**src/rtl/m1crypto_stream.sv**
```systemverilog
// Bit-serial 48-bit LFSR stream cipher: one LFSR step per cycle, DATA_W steps per word,
// with keystream, feedback and encrypt modes selected per word.
module m1crypto_stream #(
  parameter int unsigned DATA_W = 8
) (
  input  logic              sysclk,
  input  logic              resetn,
  input  logic [47:0]       key,
  input  logic              load_key,
  input  logic              in_valid,
  output logic              in_ready,
  input  logic [DATA_W-1:0] in_data,
  input  logic [1:0]        in_mode,
  output logic              out_valid,
  input  logic              out_ready,
  output logic [DATA_W-1:0] out_data,
  output logic              busy,
  output logic [47:0]       lfsr_state
);

  localparam int unsigned CntW    = $clog2(DATA_W + 1);
  localparam logic [15:0] FA      = 16'h9E98;
  localparam logic [15:0] FB      = 16'hB48E;
  localparam logic [31:0] FC      = 32'hEC57E80A;
  // Feedback taps 0,5,9,10,12,14,15,17,19,24,25,27,29,35,39,41,42,43
  localparam logic [47:0] TapMask = 48'h0E882B0AD621;

  localparam logic [1:0] ModeKs      = 2'd0;
  localparam logic [1:0] ModeFeed    = 2'd1;
  localparam logic [1:0] ModeFeedEnc = 2'd2;
  localparam logic [1:0] ModeEnc     = 2'd3;

  typedef enum logic [1:0] {StIdle, StShift, StDone} state_e;

  state_e            state_q, state_d;
  logic [47:0]       lfsr_q;
  logic [CntW-1:0]   cnt_q;
  logic [DATA_W-1:0] data_q;
  logic [1:0]        mode_q;
  logic [DATA_W-1:0] res_q, res_d;

  logic [3:0] n4, n3, n2, n1, n0;
  logic [4:0] f_idx;
  logic       ks, lf, d_bit, nb, res_bit, last_step, accept;

  assign n4    = {lfsr_q[47], lfsr_q[45], lfsr_q[43], lfsr_q[41]};
  assign n3    = {lfsr_q[39], lfsr_q[37], lfsr_q[35], lfsr_q[33]};
  assign n2    = {lfsr_q[31], lfsr_q[29], lfsr_q[27], lfsr_q[25]};
  assign n1    = {lfsr_q[23], lfsr_q[21], lfsr_q[19], lfsr_q[17]};
  assign n0    = {lfsr_q[15], lfsr_q[13], lfsr_q[11], lfsr_q[9]};
  assign f_idx = {FA[n4], FB[n3], FA[n2], FA[n1], FB[n0]};
  assign ks    = FC[f_idx];
  assign lf    = ^(lfsr_q & TapMask);

  assign last_step = (cnt_q == CntW'(DATA_W - 1));
  assign accept    = in_valid && in_ready;

  // Counter is wider than a bit index, so select the data bit by comparison.
  always_comb begin
    d_bit = 1'b0;
    res_d = res_q;
    for (int i = 0; i < DATA_W; i++) begin
      if (cnt_q == CntW'(i)) begin
        d_bit    = data_q[i];
        res_d[i] = res_bit;
      end
    end
  end

  always_comb begin
    nb      = lf;
    res_bit = ks;
    unique case (mode_q)
      ModeKs:      begin nb = lf;                 res_bit = ks;         end
      ModeFeed:    begin nb = lf ^ d_bit;         res_bit = ks;         end
      ModeFeedEnc: begin nb = lf ^ d_bit ^ ks;    res_bit = d_bit ^ ks; end
      ModeEnc:     begin nb = lf;                 res_bit = d_bit ^ ks; end
      default:     begin nb = lf;                 res_bit = ks;         end
    endcase
  end

  always_ff @(posedge sysclk or negedge resetn) begin
    if (!resetn) begin
      state_q <= StIdle;
    end else begin
      state_q <= state_d;
    end
  end

  always_comb begin
    state_d = state_q;
    if (load_key) begin
      state_d = StIdle;
    end else begin
      unique case (state_q)
        StIdle:  if (accept)    state_d = StShift;
        StShift: if (last_step) state_d = StDone;
        StDone:  if (out_ready) state_d = StIdle;
        default:                state_d = StIdle;
      endcase
    end
  end

  always_comb begin
    in_ready  = (state_q == StIdle) && !load_key;
    out_valid = (state_q == StDone);
    busy      = (state_q == StShift) || (state_q == StDone);
  end

  always_ff @(posedge sysclk or negedge resetn) begin
    if (!resetn) begin
      lfsr_q <= '0;
      cnt_q  <= '0;
      data_q <= '0;
      mode_q <= '0;
      res_q  <= '0;
    end else begin
      if (load_key) begin
        lfsr_q <= {key[7:0], key[15:8], key[23:16], key[31:24], key[39:32], key[47:40]};
      end else if (state_q == StShift) begin
        lfsr_q <= {nb, lfsr_q[47:1]};
        cnt_q  <= cnt_q + CntW'(1);
        res_q  <= res_d;
      end
      if (accept) begin
        data_q <= in_data;
        mode_q <= in_mode;
        cnt_q  <= '0;
      end
    end
  end

  assign out_data   = res_q;
  assign lfsr_state = lfsr_q;

endmodule
```
**config.mk**
```make
export PLATFORM = sky130hd
export DESIGN_NAME = m1crypto_stream
export DESIGN_NICKNAME = d
export VERILOG_FILES = /design/src/rtl/m1crypto_stream.sv
export SDC_FILE = /design/constraint.sdc
export NUM_CORES = 1
export LEC_CHECK = 0
export CAP_MARGIN = 15
export CELL_PAD_IN_SITES_DETAIL_PLACEMENT = 1
export CELL_PAD_IN_SITES_GLOBAL_PLACEMENT = 1
export CORE_AREA = 2 2 109 111
export CTS_CLUSTER_DIAMETER = 40
export DETAILED_ROUTE_END_ITERATION = 8
export DIE_AREA = 0 0 111 113
export HOLD_SLACK_MARGIN = 0.05
export PLACE_DENSITY = 0.88
export SETUP_SLACK_MARGIN = 0.15
export SYNTH_ARGS = -nofsm -noshare
export SYNTH_HDL_FRONTEND = slang
export SYNTH_SLANG_ARGS = --single-unit
```
**constraint.sdc**
```tcl
create_clock -name sysclk -period 2.75 [get_ports sysclk]
set_clock_uncertainty 0.05 [all_clocks]
set_input_delay 0.4125 -clock sysclk [delete_from_list [all_inputs] [get_ports sysclk]]
set_output_delay 0.4125 -clock sysclk [all_outputs]
set_load 0.05 [all_outputs]
```
Word level (Yosys, flattened, before mapping)
Memories as Yosys holds them, arrays and structs flattened.
Index checks and enable logic that the tools add are counted.
{ "word_totals": {"register_bits": 72, "mem_bits_ro": 112, "inputBits": 63, "output_inout_bits": 59, "wordCells": 95, "mem_count": 6} }
{ "mem_list": {"columns": ["name", "depth", "word_bits", "read_ports", "rd_ports_with_merged_regs", "wr", "line", "text"], "rows": [
  ["(name not given)", 32, 1, 1, 0, 0, "52", "assign ks = FC[f_idx];"],
  ["(name not given)", 16, 1, 1, 0, 0, "51", "assign f_idx = {FA[n4], FB[n3], FA[n2], FA[n1], FB[n0]};"],
  ["(name not given)", 16, 1, 1, 0, 0, "51", null],
  ["(name not given)", 16, 1, 1, 0, 0, "51", null],
  ["(name not given)", 16, 1, 1, 0, 0, "51", null],
  ["(name not given)", 16, 1, 1, 0, 0, "51", null]
]} }
{ "classes": {"n_addsub": 1, "order_cmp": 6, "eq_ne": 16, "n_mux": 26, "n_bitwise": 4, "n_reduce_logical": 23} }
{ "ops": {"columns": ["op", "n"], "rows": [
  ["48-bit two-way mux", 2],
  ["48-bit XOR reduction", 1],
  ["3-bit AND reduction", 9],
  ["4-bit by 5-bit less-than comparator with 1-bit output, second input constant", 5],
  ["4-bit by 3-bit equality test with 1-bit output, second input constant", 4],
  ["1-bit two-way mux", 14],
  ["4-bit two-way mux", 3],
  ["4-bit by 2-bit equality test with 1-bit output, second input constant", 2],
  ["2-bit two-way mux", 4],
  ["2-bit equality test, second input constant", 3],
  ["5-bit by 6-bit less-than comparator with 1-bit output, second input constant", 1],
  ["3-bit inequality test, second input constant", 2],
  ["2-bit case mux with 3 select lines", 1],
  ["2-bit OR reduction", 3],
  ["4-bit by 1-bit adder with 4-bit output, second input constant", 1],
  ["2-bit by 1-bit equality test with 1-bit output, second input constant", 2],
  ["4-bit by 1-bit equality test with 1-bit output, second input constant", 1],
  ["2-bit logical NOT", 2],
  ["4-bit logical NOT", 1],
  ["2-bit nonzero test", 2],
  ["3-bit by 2-bit inequality test with 1-bit output, second input constant", 1],
  ["1-bit case mux with 3 select lines", 1],
  ["1-bit bitwise XOR", 3],
  ["1-bit logical AND", 2],
  ["other kinds (6)", 6]
]} }

Logic depth before layout (Yosys ltp)
{ "logic_depth": {"ltp_word": 14, "ltp_mapped": 9, "mapped_depth_nobuf": 9} }

Worst setup path after synthesis
Ideal clock, no wire load.
{ "synth_path": {"path_kind": "register to register", "startpoint": "reg lfsr_q[17] (netlist: lfsr_state[17])", "endpoint": "reg lfsr_q[47] (netlist: lfsr_state[47])", "t_arrival_ps": 2368, "t_required_ps": 2567, "path_slack_ps": 200, "path_stages_with_launch": 10, "path_cell_list": "dfrtp_1 inv_1 ha_1 xnor2_1 xnor2_2 xnor3_2 xnor2_2 xnor2_1 nand4b_1 nand4_1"} }
{ "synth_between": {"elab_chain_cells": 8} }
{ "synth_rtl": {"columns": ["item", "line", "text"], "rows": [
  ["from (decl)", "36", "logic [47:0] lfsr_q;"],
  ["from (signal assigned)", "119", "lfsr_q <= {key[7:0], key[15:8], key[23:16], key[31:24], key[39:32], key[47:40]};"],
  ["from (signal assigned)", "121", "lfsr_q <= {nb, lfsr_q[47:1]};"],
  ["memory 16 x 1 bit", null, null],
  ["1-bit two-way mux (implied by the code)", "51", null],
  ["memory 32 x 1 bit", null, null],
  ["1-bit two-way mux (implied by the code)", "52", null],
  ["1-bit bitwise XOR", "76", "ModeFeedEnc: begin nb = lf ^ d_bit ^ ks; res_bit = d_bit ^ ks; end"],
  ["1-bit case mux with 3 select lines (*)", "73", "unique case (mode_q)"],
  ["48-bit two-way mux (*)", "120", "end else if (state_q == StShift) begin"],
  ["48-bit two-way mux (*)", "118", "if (load_key) begin"]
]} }
Mark *: on every way between the ends. The rest lies on a longest branch, timed or not. The select of a mux whose other input is x is not followed.
A chain may end at the register's enable or synchronous reset.

Worst setup path after layout
{ "layout_path": {"startpoint": "reg state_q[0]", "endpoint": "out busy"} }
{ "layout_between": {"elab_chain_cells": 2} }
{ "layout_rtl": {"columns": ["item", "line", "text"], "rows": [
  ["from (decl)", "35", "state_e state_q, state_d;"],
  ["from (signal assigned)", "84", "state_q <= StIdle;"],
  ["from (signal assigned)", "86", "state_q <= state_d;"],
  ["2-bit by 1-bit equality test with 1-bit output / 2-bit equality test (equally long branches)", "107", "busy = (state_q == StShift) || (state_q == StDone);"],
  ["1-bit logical OR (*)", "107", null],
  ["to (decl)", "17", "output logic busy,"]
]} }
Mark *: on every way between the ends. The rest lies on a longest branch, timed or not.

==> results.py <==
metrics = {
    "run_status": {
        "run_status": "finished clean",
    },
    "route": {
        "drc": 0,
        "avgViaCountPerCell": 4.99,
        "first_pass_iters": 4,
        "wl_per_cell_um": 16.8,
        "drt_iter0_markers": 76,
        "ant_nets": 0,
        "wirelength_um": 11000,
        "vias": 3271,
    },
    "place": {
        "place_area_um2": 5340,
        "portBuffers": 121,
        "dp_hpwl_um": 8090,
        "gp_congestion": 0.816,
    },
    "sta": {
        "min_period_ns": 2.44,
        "finalSetupViolCount": 0,
        "slew_headroom_pct": 37.5,
        "grt_setup_unrepaired": "false",
        "drv_slew": 0,
        "fmax_mhz": 410,
        "hold_viol_final": 0,
        "fin_hold_ws_ns": 0.133,
        "fin_crit_sh_pct": 88.7,
        "worstMarginPinSlew_ns": 0.937,
        "tns_ns": 0,
    },
    "worst_setup_path": {
        "r2r_cells": 9,
        "slowest_delay_ns": 0.80,
        "worstPathRequired_ns": 2.29,
        "worst-path-buf-inv": 2,
        "crit_path_cell_trace": "inv_1 -> ha_1 -> clkdlybuf4s50_1",
        "path_depth": 3,
        "crit_start": "state_q[0]",
        "endpoint": "busy",
        "crit_type": "reg -> out",
        "r2r-start": "lfsr_state[17]",
        "worstSetupEndpointType": "primary output",
        "reg2reg_slack_ns": 0.38,
        "critPathMaxFanout": 4,
        "r2r_end": "lfsr_state[47]",
        "cp_slowest_cell": "clkdlybuf4s50_1",
        "critPathArrivalTime_ns": 1.98,
        "critPathTopFamily": "buffers and inverters",
        "critPathLaunchType": "flip-flop",
    },
    "floorplan": {
        "rows": 39,
        "io_pins": 122,
        "die_h_um": 113,
        "initial_utilization_pct": 35.4,
        "core_area_um2": 11300,
        "die-area_um2": 12500,
        "die_w_um": 111,
    },
    "power_and_ir_drop": {
        "powerDensity_nw_per_um2": 841,
        "vdd_drop_max_v": 0.000499,
        "p_leak_nw": 2.37,
        "report.power.total_mw": 4.72,
    },
    "layout": {
        "fill_cells": 1260,
        "multi_input_area_um2": 2060,
        "nets": 588,
        "drive_above_1_share_pct": 8.01,
        "syn_to_final_growth_pct": 40.7,
        "seq_area_um2": 1800,
        "final_area_um2": 5620,
        "antennaDiodeCount": 0,
        "final_core_utilization_pct": 49.9,
    },
    "cts": {
        "cts_made_buffers": 9,
        "clock_latency_ns": 0.34,
        "cts_htree_levels": 3,
        "cts_tree": "built",
        "clock_sinks": 72,
        "root_buffer": "clkbuf_16",
        "clk_path_buf_depth": 2,
        "clkTransAtPathRegs_ns": 0.06,
    },
    "logic_synthesis": {
        "ys_top_cells_by_area": "dfrtp_1 45%, mux2i_1 12%, o21ai_0 6.6%",
        "avgSynthCellArea_um2": 10.2,
        "synth.most_common_cell": "dfrtp_1",
        "synth_cell_types": 42,
        "synth_top_cell_area_share_pct": 45.1,
        "yosysWarnings": 0,
        "yosysSeqAreaShare_pct": 45.1,
        "synth_edf_count": 0,
        "synth_cells": 392,
        "syn_area_um2": 4000,
        "synthFlopType": "dfrtp_1",
        "synth_common_cells": "72 x dfrtp_1, 63 x nand2_1, 53 x o21ai_0",
        "yosysTopAreaCell": "dfrtp_1",
        "synth_fp_nets": 472,
        "async_flop_share_pct": 100,
        "ys_ff_latch": 72,
    },
    "global_routing": {
        "antenna_found_initial": 0,
        "globalRouteOverflowTotal": 0,
        "grt_pass1_wl_um": 18600,
        "grt_pass1_vias": 3600,
        "grt_usage_pct": 18.5,
        "grt_max_degree": 73,
    },
    "min_path": {
        "min_path_type": "in -> async",
    },
    "flow_run": {
        "drv_cap": 0,
    },
}
worst reg2reg max path, stage by stage, from the launching register on:
cell,delay (ns)
dfrtp_1,0.41
inv_1,0.07
ha_1,0.32
xnor2_1,0.25
xnor2_2,0.16
xnor3_2,0.37
xnor2_2,0.22
xnor2_2,0.17
nand4b_1,0.14
nand4_1,0.09
final cells by class:
| type | count | share of cell area (%) |
|---|---|---|
| multi-input combinational | 283 | 36.7 |
| inverter | 15 | 1.00 |
| clock buffer | 15 | 4.77 |
| sequential | 72 | 32.1 |
| timing repair buffer | 127 | 22.3 |
| tap | 143 | 3.18 |
kinds of logic after synthesis:
family | after synthesis | synth area share (%)
simple gates | 106 | 12.4
compound gates | 74 | 10.8
flops | 72 | 45.1
mux | 64 | 16.5
buf+inv | 37 | 3.91
xor+xnor | 22 | 5.95
fa+ha+maj | 17 | 5.32
report_power, final:
part / leakage [nW] / switching [mW] / internal, mW / total [mW]
clock: 0.130 / 0.414 / 0.656 / 1.07
sequential: 0.891 / 0.213 / 1.26 / 1.47
combinational: 1.35 / 1.24 / 0.943 / 2.19
flip-flops by register name, summed over array words and instances, names as in the netlist:
name and count:
cnt_q 4, data_q 8, mode_q 2, state_q 2, lfsr_state 48, out_data 8
per-layer routing:
| metal | global-route usage, % | share of wire (%) |
|---|---|---|
| met3 | 6.59 | 6.5 |
| met2 | 31.3 | 49 |
| met1 | 22.5 | 43 |
| met5 | 0 | 0 |
| met4 | 4.92 | 1.5 |
layout by cell type, fill, tap and decap left out, types with 2 or more instances in the layout:
cell type and instances:
nand3b_1 5, nand2_1 63, and2_1 3, and2b_2 2
clkbuf_16 9, o21ai_0 53, a21oi_1 9, o31a_1 2
mux2_1 8, dfrtp_1 72, clkbuf_8 2, nand2b_1 6
xnor2_2 5, mux2i_1 49, clkbuf_1 4, nor2_1 11
clkdlybuf4s50_1 118, buf_4 7, ha_1 16, xor2_1 5
xnor2_1 11, nand4_1 2, nor3_1 2, inv_1 15
nand3_1 2, nand4b_1 2, mux2_2 7, nor2b_1 4
worst min path at each step:
| stage | from | to | slack (ns) |
|---|---|---|---|
| after detailed placement | out_data[5] | out_data[5] | 0.45 |
| after global routing | resetn | out_data[3] | 0.23 |
| after floorplan | resetn | cnt_q[0] | 0.07 |
| after CTS | resetn | out_data[3] | 0.20 |
| final | resetn | out_data[3] | 0.13 |
| after global placement | out_data[0] | out_data[0] | 0.43 |
metrics by stage:
| stage | setup WS [ns] | instances |
|---|---|---|
| after floorplan | 0.200 | 392 |
| after global placement | 0.449 | 640 |
| after detailed placement | 0.329 | 640 |
| after CTS | 0.151 | 655 |
| after global routing | 0.172 | 655 |
| final | 0.310 | 655 |
repair_timing:
item,4_1_cts,5_1_grt
gates resized for setup,0,4
hold buffers,0,0
setup endpoints to repair,0,10
setup buffers,0,0
(Power assumes the default switching activity.)
